$ cat config.mk
export PLATFORM = sky130hd
export DESIGN_NAME = moore_mode_fsm_flat
export DESIGN_NICKNAME = d
export VERILOG_FILES = /design/src/rtl/moore_mode_fsm_pkg.sv /design/src/rtl/moore_mode_fsm_if.sv /design/src/rtl/moore_mode_fsm_code_qualifier.sv /design/src/rtl/moore_mode_fsm.sv /design/src/flat_wrapper.sv
export SDC_FILE = /design/constraint.sdc
export NUM_CORES = 1
export LEC_CHECK = 0
export CAP_MARGIN = 30
export CORE_ASPECT_RATIO = 1.1
export CORE_MARGIN = 10
export CORE_UTILIZATION = 51
export CTS_BUF_LIST = sky130_fd_sc_hd__clkbuf_4
export DETAILED_ROUTE_END_ITERATION = 12
export PLACE_DENSITY = 0.86
export SYNTH_ARGS = -nofsm -noshare
export SYNTH_HDL_FRONTEND = slang
export SYNTH_SLANG_ARGS = --single-unit
export TNS_END_PERCENT = 5
$ cat constraint.sdc
create_clock -name clk -period 2.1 [get_ports clk]
set_input_delay 0.63 -clock clk [delete_from_list [all_inputs] [get_ports clk]]
set_output_delay 0.63 -clock clk [all_outputs]
set_load 0.03 [all_outputs]
$ cat src/rtl/moore_mode_fsm_pkg.sv
// Shared definitions for the Moore mode controller.
//   state_e  : FSM state encoding (IDLE/QUAL/PASS/SEL), STATE_W bits
//   is_sel() : returns the mode bit (MSB) of a command code
package moore_pkg;

    localparam int STATE_W = 2;

    typedef enum logic [STATE_W-1:0] {
        IDLE = 2'd0,
        QUAL = 2'd1,
        PASS = 2'd2,
        SEL  = 2'd3
    } state_e;

    // Mode bit of a code of width w (code is zero-extended into 32 bits).
    function automatic logic is_sel(input logic [31:0] code, input int w);
        return code[w-1];
    endfunction

endpackage

$ cat src/rtl/moore_mode_fsm_if.sv
// Bus between the pad-level input decoder and the mode controller.
//   en     : sample enable (0 freezes the controller)
//   code   : command code, MSB = mode bit, all-zero = idle request
//   select : external value shown on K in select mode
//   K      : Moore output
//   valid  : a code is committed (PASS or SEL)
//   qual   : a code is being qualified
interface moore_mode_fsm_if #(
    parameter int CODE_W = 3,
    parameter int OUT_W  = CODE_W - 1
) ();
    logic              en;
    logic [CODE_W-1:0] code;
    logic [OUT_W-1:0]  select;
    logic [OUT_W-1:0]  K;
    logic              valid;
    logic              qual;

    modport master (output en, code, select, input K, valid, qual);
    modport slave  (input en, code, select, output K, valid, qual);
endinterface

$ cat src/rtl/moore_mode_fsm_code_qualifier.sv
// Debounce for the command code: tracks the current candidate code and how
// many consecutive enabled samples it has been seen.
//   clk, reset_n : clock, async active-low reset
//   en           : sample enable; 0 holds cand and cnt
//   code         : raw command code
//   restart      : reload the candidate from code (FSM is not qualifying)
//   match_done   : code equals cand and this sample reaches HOLD_CYC
//   cand         : current candidate code
module code_qualifier #(
    parameter int CODE_W   = 3,
    parameter int HOLD_CYC = 4,
    parameter int CNT_W    = $clog2(HOLD_CYC + 1)
) (
    input  logic              clk,
    input  logic              reset_n,
    input  logic              en,
    input  logic [CODE_W-1:0] code,
    input  logic              restart,
    output logic              match_done,
    output logic [CODE_W-1:0] cand
);

    localparam logic [CNT_W-1:0] LAST = CNT_W'(HOLD_CYC - 1);
    localparam logic [CNT_W-1:0] FULL = CNT_W'(HOLD_CYC);

    logic [CNT_W-1:0] cnt;

    always_ff @(posedge clk or negedge reset_n) begin
        if (!reset_n) begin
            cand <= '0;
            cnt  <= '0;
        end else if (en) begin
            if (restart || code != cand) begin
                // A fresh nonzero code counts as its first sample.
                cand <= code;
                cnt  <= (code != '0) ? CNT_W'(1) : '0;
            end else if (cnt != FULL) begin
                cnt <= cnt + 1'b1;   // saturates at HOLD_CYC
            end
        end
    end

    // This sample is the HOLD_CYC-th consecutive one: cnt + 1 >= HOLD_CYC.
    assign match_done = (code == cand) && (code != '0) && (cnt >= LAST);

endmodule

$ cat src/rtl/moore_mode_fsm.sv
// Moore mode controller. A command code that stays stable for HOLD_CYC
// enabled samples is committed; its MSB picks pass-through (K = code low
// bits) or select mode (K = registered external select). All outputs are
// registers.
//   clk     : system clock, rising edge
//   reset_n : async active-low reset
//   bus     : slave side of moore_mode_fsm_if (en, code, select, K, valid, qual)
module moore_mode_fsm
    import moore_pkg::*;
#(
    parameter int CODE_W   = 3,
    parameter int OUT_W    = CODE_W - 1,
    parameter int HOLD_CYC = 4,
    parameter int CNT_W    = $clog2(HOLD_CYC + 1)
) (
    input  logic          clk,
    input  logic          reset_n,
    moore_mode_fsm_if.slave bus
);

    logic              en;
    logic [CODE_W-1:0] code;
    logic [OUT_W-1:0]  select;

    assign en     = bus.en;
    assign code   = bus.code;
    assign select = bus.select;

    state_e            state;
    logic [CODE_W-1:0] act;
    logic [OUT_W-1:0]  sel_q;
    logic [OUT_W-1:0]  k_q;
    logic              valid_q;
    logic              qual_q;

    logic              match_done;
    logic [CODE_W-1:0] cand;
    logic              restart;

    // The qualifier only counts while in QUAL; elsewhere it tracks code so
    // that entering QUAL starts with cand = code, cnt = 1.
    assign restart = (state != QUAL);

    code_qualifier #(
        .CODE_W   (CODE_W),
        .HOLD_CYC (HOLD_CYC),
        .CNT_W    (CNT_W)
    ) u_qual (
        .clk        (clk),
        .reset_n    (reset_n),
        .en         (en),
        .code       (code),
        .restart    (restart),
        .match_done (match_done),
        .cand       (cand)
    );

    // Commit decision. With HOLD_CYC == 1 a new nonzero code is already
    // qualified on its first sample, so it commits without visiting QUAL.
    logic              do_commit;
    logic [CODE_W-1:0] commit_code;

    always_comb begin
        do_commit   = 1'b0;
        commit_code = cand;
        case (state)
            IDLE: begin
                if (HOLD_CYC == 1 && code != '0) begin
                    do_commit   = 1'b1;
                    commit_code = code;
                end
            end
            QUAL: begin
                if (code != '0 && match_done) do_commit = 1'b1;
            end
            PASS, SEL: begin
                if (HOLD_CYC == 1 && code != '0 && code != act) begin
                    do_commit   = 1'b1;
                    commit_code = code;
                end
            end
            default: ;
        endcase
    end

    always_ff @(posedge clk or negedge reset_n) begin
        if (!reset_n) begin
            state   <= IDLE;
            act     <= '0;
            sel_q   <= '0;
            k_q     <= '0;
            valid_q <= 1'b0;
            qual_q  <= 1'b0;
        end else if (en) begin
            if (do_commit) begin
                act     <= commit_code;
                sel_q   <= select;
                valid_q <= 1'b1;
                qual_q  <= 1'b0;
                if (is_sel(32'(commit_code), CODE_W)) begin
                    state <= SEL;
                    k_q   <= select;
                end else begin
                    state <= PASS;
                    k_q   <= commit_code[OUT_W-1:0];
                end
            end else begin
                case (state)
                    IDLE: begin
                        if (code != '0) begin
                            state  <= QUAL;
                            qual_q <= 1'b1;
                        end
                    end
                    QUAL: begin
                        // Mismatch reload and counting live in the qualifier.
                        if (code == '0) begin
                            state  <= IDLE;
                            qual_q <= 1'b0;
                        end
                    end
                    PASS, SEL: begin
                        if (code == '0) begin
                            state   <= IDLE;
                            act     <= '0;
                            k_q     <= '0;
                            valid_q <= 1'b0;
                        end else if (code != act) begin
                            state   <= QUAL;
                            k_q     <= '0;
                            valid_q <= 1'b0;
                            qual_q  <= 1'b1;
                        end else if (state == SEL) begin
                            // select reaches K one enabled edge later.
                            sel_q <= select;
                            k_q   <= select;
                        end
                    end
                    default: begin
                        state   <= IDLE;
                        act     <= '0;
                        k_q     <= '0;
                        valid_q <= 1'b0;
                        qual_q  <= 1'b0;
                    end
                endcase
            end
        end
    end

    assign bus.K     = k_q;
    assign bus.valid = valid_q;
    assign bus.qual  = qual_q;

endmodule

$ cat src/flat_wrapper.sv
// flat-port wrapper written by rule: the top's interface ports become plain ports
module moore_mode_fsm_flat import moore_pkg::*;
#(
    parameter int CODE_W   = 3,
    parameter int OUT_W    = CODE_W - 1,
    parameter int HOLD_CYC = 4,
    parameter int CNT_W    = $clog2(HOLD_CYC + 1)
)
  (clk, reset_n, bus_en, bus_code, bus_select, bus_K, bus_valid, bus_qual);
  moore_mode_fsm_if #(.CODE_W(CODE_W), .OUT_W(OUT_W)) bus_i ();
  input  logic clk;
  input  logic reset_n;
  input wire logic [$bits(bus_i.en)-1:0] bus_en;
  input wire logic [$bits(bus_i.code)-1:0] bus_code;
  input wire logic [$bits(bus_i.select)-1:0] bus_select;
  output wire logic [$bits(bus_i.K)-1:0] bus_K;
  output wire logic [$bits(bus_i.valid)-1:0] bus_valid;
  output wire logic [$bits(bus_i.qual)-1:0] bus_qual;
  assign bus_i.en = bus_en;
  assign bus_i.code = bus_code;
  assign bus_i.select = bus_select;
  assign bus_K = bus_i.K;
  assign bus_valid = bus_i.valid;
  assign bus_qual = bus_i.qual;
  moore_mode_fsm #(.CODE_W(CODE_W), .OUT_W(OUT_W), .HOLD_CYC(HOLD_CYC), .CNT_W(CNT_W)) u_core (.clk(clk), .reset_n(reset_n), .bus(bus_i));
endmodule
## Yosys cells after proc, flatten, opt, wreduce, memory -nomap -nowiden

Cells that the tools add are included.

- Register bits after elaboration: 15
- Bits of input ports: 8
- Output and inout bits: 4
- Word-level logic and storage cells: 73

- $add $sub $neg: 1
- Magnitude comparators: 1
- Equality and inequality tests: 13
- Mux-type cells: 31
- Reduce and logical (&&, ||, !) cells: 20

Operators with widths:

| operator | number |
|---|---|
| $mux W2 | 11 |
| $mux W3 | 5 |
| $mux W1 | 13 |
| $ne A3 B1 Y1 const B | 3 |
| $reduce_and A3 Y1 | 3 |
| $ne A3 B3 Y1 | 2 |
| $pmux W2 S3 | 1 |
| $reduce_bool A2 Y1 | 3 |
| $reduce_bool A3 Y1 | 2 |
| $reduce_and A5 Y1 | 1 |
| $eq A2 B2 Y1 const B | 2 |
| $ne A4 B1 Y1 const B | 1 |
| $reduce_and A2 Y1 | 2 |
| $reduce_and A4 Y1 | 1 |
| $reduce_bool A4 Y1 | 1 |
| $add A3 B1 Y3 const B | 1 |
| $eq A3 B3 Y1 | 1 |
| $ge A3 B2 Y1 const B | 1 |
| $logic_and A1 B1 Y1 | 3 |
| $logic_not A3 Y1 | 1 |
| $ne A3 B2 Y1 const B | 1 |
| $ne A3 B3 Y1 const B | 1 |
| $pmux W1 S3 | 1 |
| $eq A2 B1 Y1 const B | 1 |
| 4 further kinds | 4 |

## Logic depth before layout (Yosys ltp)

- Depth in word-level cells: 8
- Mapped depth: 7
- Gate-level depth less buffers: 7

## Hierarchy

From an unflattened synthesis, not the netlist that was laid out.

- Cells, all modules: 99
- Area, all modules: 998.5 µm²

By module, submodules not included:

| module | times used | cells an instance | area an instance (µm²) | seq. area each (µm²) |
|---|---|---|---|---|
| moore_mode_fsm | 1 | 64 | 595.6 | 225.2 |
| code_qualifier | 1 | 35 | 402.9 | 150.1 |

## Least setup slack after synthesis

OpenSTA, ideal clock, no wires.

- Kind: register to register
- From: register u_core.u_qual.cnt[0]
- To: register u_core.k_q[0] (netlist: u_core.bus.K[0])
- Library setup time: 0.128 ns
- Arrival: 1.978 ns
- Data required time: 1.972 ns
- Slack: -0.006 ns
- Stages on the path, launching flop included: 7
- Buffers on the path: 0
- Clock period less this slack: 2.106 ns
- Cell sequence: dfrtp_1 ha_1 ha_1 a211oi_1 o211ai_2 o221ai_2 mux2_1

- Word-level cells in the longest chain between the ends: 7
- Elaborated cells on any way between the ends: 9
- Those cells by class: 1 x order compare; 3 x mux; 5 x reduce/logical

Ends and longest elaborated chain:

| what | line | source |
|---|---|---|
| from (decl) | moore_mode_fsm_code_qualifier.sv:26 | `logic [CNT_W-1:0] cnt;` |
| from (signal assigned) | moore_mode_fsm_code_qualifier.sv:36 | `cnt <= (code != '0) ? CNT_W'(1) : '0;` |
| from (signal assigned) | moore_mode_fsm_code_qualifier.sv:38 | `cnt <= cnt + 1'b1;` |
| $ge A3 B2 Y1 (*) | moore_mode_fsm_code_qualifier.sv:44 | `assign match_done = (code == cand) && (code != '0) && (cnt >= LAST);` |
| $logic_and A1 B1 Y1 (*) | moore_mode_fsm_code_qualifier.sv:44 |  |
| $logic_and A1 B1 Y1 (*) | moore_mode_fsm.sv:74 | `if (code != '0 && match_done) do_commit = 1'b1;` |
| $mux W1 (*) | moore_mode_fsm.sv:74 |  |
| $mux W1 (*) | moore_mode_fsm.sv:66 | `case (state)` |
| $reduce_bool A4 Y1 (no line) or $reduce_bool A2 Y1 (tied branches) | - |  |
| $reduce_and A3 Y1 (no line) | - |  |
| to (signal assigned) | moore_mode_fsm.sv:102 | `k_q <= select;` |
| to (signal assigned) | moore_mode_fsm.sv:105 | `k_q <= commit_code[OUT_W-1:0];` |
| to (signal assigned) | moore_mode_fsm.sv:136 | `k_q <= select;` |
| to (decl) | moore_mode_fsm.sv:32 | `logic [OUT_W-1:0] k_q;` |

Mark *: on every way between the ends. The rest lies on a longest branch, timed or not.
A chain may end at the register's enable or synchronous reset.

## Final worst setup path

- From: register u_core.u_qual.cnt[1]
- To: register u_core.k_q[1] (netlist: u_core.bus.K[1])

Same word-level chain as after synthesis.

==> impl_metrics.json <==
{
  "gp_congestion": 0.810,
  "fin_skew_ns": 0.00115,
  "tightest_slew_ns": 0.397,
  "grt_antenna_before_repair": 0,
  "io_buffers": 11,
  "crit_top_cell": "ha_1",
  "seq_area_frac_synth_pct": 38.7,
  "worst-path-buf-inv": 1,
  "synth_edf_count": 0,
  "max_freq_ghz": 0.506,
  "final_cell_count_no_fill": 138,
  "dp_hpwl_um": 1730,
  "ys_seq_elements": 15,
  "vias": 825,
  "synth_largest_area_cell": "dfrtp_1",
  "final_util_pct": 67.3,
  "cp_max_fo": 4,
  "wl_per_cell_um": 15.9,
  "cap_violations": 0,
  "cts_tree": "done",
  "yosysWarnings": 0,
  "syn_area_per_cell_um2": 10.1,
  "synth_flop_cell": "dfrtp_1",
  "cp_slowest_stage_delay_ns": 0.43,
  "cp_num_cells": 7,
  "slew_viol_final": 0,
  "synth_common_cells": "dfrtp_1 (15), inv_1 (8), nor2_1 (8)",
  "die_area_um2": 4050,
  "final_area_um2": 1210,
  "clk_path_buf_depth": 2,
  "core_um2": 1800,
  "diodes": 0,
  "vdd_drop_max_mv": 0.505,
  "netSwitchingFraction_pct": 36.1,
  "syn2layout_area_growth_pct": 25.0,
  "power.density_nw_per_um2": 782,
  "io_pins": 12,
  "finalCritPeriodShare_pct": 94.1,
  "synth.top_cell.area_share_pct": 38.7,
  "start_util_pct": 53.8,
  "hold_buffers": 0,
  "drt_wl_total_um": 2190,
  "ys_top_cells_by_area": "dfrtp_1 (39%), xnor2_2 (5.0%), a32o_1 (4.1%), ha_1 (3.9%), mux2_2 (3.5%)",
  "finalSetupTns_ns": 0,
  "worst_r2r_path_depth": 7,
  "drive_above_1_share_pct": 28.3,
  "drc": 0,
  "p_int_uw": 606,
  "setup_viol": 0,
  "drt_iter0_markers": 36,
  "grt_pass1_vias": 883,
  "crit_family": "compound AO/OA/AOI/OAI gates",
  "p_clk_share_pct": 19.5,
  "worstPathCellList": "ha_1 -> ha_1 -> a211oi_2 -> buf_4 -> o211ai_2 -> o221ai_2 -> mux2_1",
  "track_usage_pct": 12.3,
  "holdPathStages": 1,
  "vias_per_cell": 5.98,
  "p_seq_share_pct": 42.2,
  "required_ns": 2.28,
  "grt_pass1_wl_um": 3860,
  "fill_cells": 146,
  "syn_inst": 96,
  "end_kind": "register",
  "rsz0062_at_grt": "false",
  "place_inst": 132,
  "path_clk_slew_ns": 0.09,
  "cts_buffers": 3,
  "switchingPower_uw": 342,
  "postPlaceCellArea_um2": 1170,
  "nNetsFinal": 132,
  "synthesis.nets": 107,
  "status": "complete, no violations",
  "cp.arrival_ns": 2.15,
  "async_flop_share_pct": 100,
  "root_buffer": "clkbuf_4",
  "yosysMostFrequentCell": "dfrtp_1",
  "die_h_um": 65.7,
  "netlist_area_um2": 970,
  "finalHoldViolations": 0,
  "numClockSinks": 15,
  "clk_latency_ns": 0.29,
  "p_leak_nw": 0.535,
  "die_x_um": 61.6,
  "drtPass1Iterations": 4,
  "grt-ovfl-total": 0,
  "crit_slowest_cell": "dfrtp_1",
  "hp-class": "reg2reg",
  "grt_max_degree": 16,
  "power_frac_comb_pct": 38.3,
  "max-slew-margin-rel_pct": 73.3,
  "post-route-min-period_ns": 1.98,
  "h-tree-depth": 1,
  "synth.distinct_cells": 35,
  "critical_path_class": "reg2reg",
  "start_kind": "register",
  "ant_nets": 0,
  "rows": 16
}
[through the flow]
| stage | power, mW | worst slack (ns) | hold WS (ns) |
|---|---|---|---|
| 6_report | 0.948 | 0.125 | 0.506 |
| 3_3_place_gp | 0.745 | -0.343 | 0.475 |
| 5_1_grt | 1.00 | 0.00990 | 0.538 |
| 4_1_cts | 0.940 | 0.0804 | 0.507 |
| 3_5_place_dp | 0.764 | -0.400 | 0.486 |
| 2_1_floorplan | 0.627 | 0.155 | 0.334 |
[metal layers]
metal / wire (um) / GRT usage (%)
met1: 958 / 14.6
met2: 1050 / 19.5
met3: 152 / 4.42
met4: 32 / 4.47
met5: 0 / 0
[worst paths after layout]
check,from,end,slack (ns)
max,u_core.u_qual.cnt[1],u_core.bus.K[1],0.12
min,u_core.bus.K[0],u_core.bus.K[0],0.51
max reg2reg,u_core.u_qual.cnt[1],u_core.bus.K[1],0.12
min reg2reg,u_core.bus.K[0],u_core.bus.K[0],0.51
max in group asynchronous,reset_n,u_core.act[0],1.27
min in group asynchronous,reset_n,u_core.bus.K[1],0.65
[registers in the layout, indices dropped and copies added (netlist names)]
register,flops
u_core.bus.valid,1
u_core.u_qual.cand,3
u_core.bus.K,2
u_core.bus.qual,1
u_core.u_qual.cnt,3
u_core.act,3
u_core.state,2
[cell type report]
type,count,area [um^2],area share [%]
well taps,18,22.5,1.86
repair buffers,24,204,16.8
clock buffers,4,30.0,2.48
multi-input cells,69,551,45.4
flip-flops and latches,15,375,31.0
inverters,8,30.0,2.48
[cells by family after synthesis]
logic type / Yosys count / share of synthesized area [%]
xor gates and xnor gates: 5 / 6.84
adders and majority gates: 3 / 3.87
AOI/OAI and AO/OA: 29 / 22.3
buffers and inverters: 12 / 5.03
and+or+nand+nor: 27 / 17.4
DFF: 15 / 38.7
muxes: 5 / 5.81
[timing repair]
| item | 4_1_cts | 5_1_grt |
|---|---|---|
| endpoints found under the setup margin | 7 | 2 |
| setup buffers | 0 | 2 |
| pin swaps | 1 | 1 |
| gates resized for setup | 3 | 0 |
| hold endpoints to repair | 0 | 0 |
[placed cells by master (no fill, tap or decap)]
| master | count |
|---|---|
| dfrtp_1 | 15 |
| buf_4 | 13 |
| inv_1 | 8 |
| nor2_1 | 8 |
| clkdlybuf4s50_1 | 8 |
| a21oi_1 | 5 |
| o21ai_0 | 5 |
| nand2_1 | 4 |
| nand3_1 | 4 |
| a32o_1 | 4 |
| clkbuf_4 | 4 |
| mux2_2 | 3 |
| xnor2_2 | 3 |
| ha_1 | 3 |
| dlygate4sd2_1 | 3 |
| xor2_1 | 2 |
| o21ai_1 | 2 |
| nand4b_1 | 2 |
| and3_1 | 2 |
| o211ai_1 | 2 |
| mux2_1 | 2 |
| a211oi_1 | 2 |
| and2b_2 | 1 |
| nand4_4 | 1 |
| nor3_1 | 1 |
| a211oi_2 | 1 |
| nor3_4 | 1 |
| or2_2 | 1 |
| a21o_2 | 1 |
| or3_1 | 1 |
| o211ai_2 | 1 |
| and4_2 | 1 |
| a31o_2 | 1 |
| o31ai_1 | 1 |
| a22oi_1 | 1 |
| o221ai_2 | 1 |
| a22o_2 | 1 |
| o32ai_1 | 1 |
[power groups by stage]
stage | combinational, mW | clock [mW] | sequential, mW
after global routing | 0.402 | 0.194 | 0.407
after detailed placement | 0.356 | 0 | 0.407
final | 0.363 | 0.185 | 0.400
after CTS | 0.356 | 0.183 | 0.402
after floorplan | 0.201 | 0 | 0.426
after global placement | 0.342 | 0 | 0.403
(Power assumes the default switching activity.)
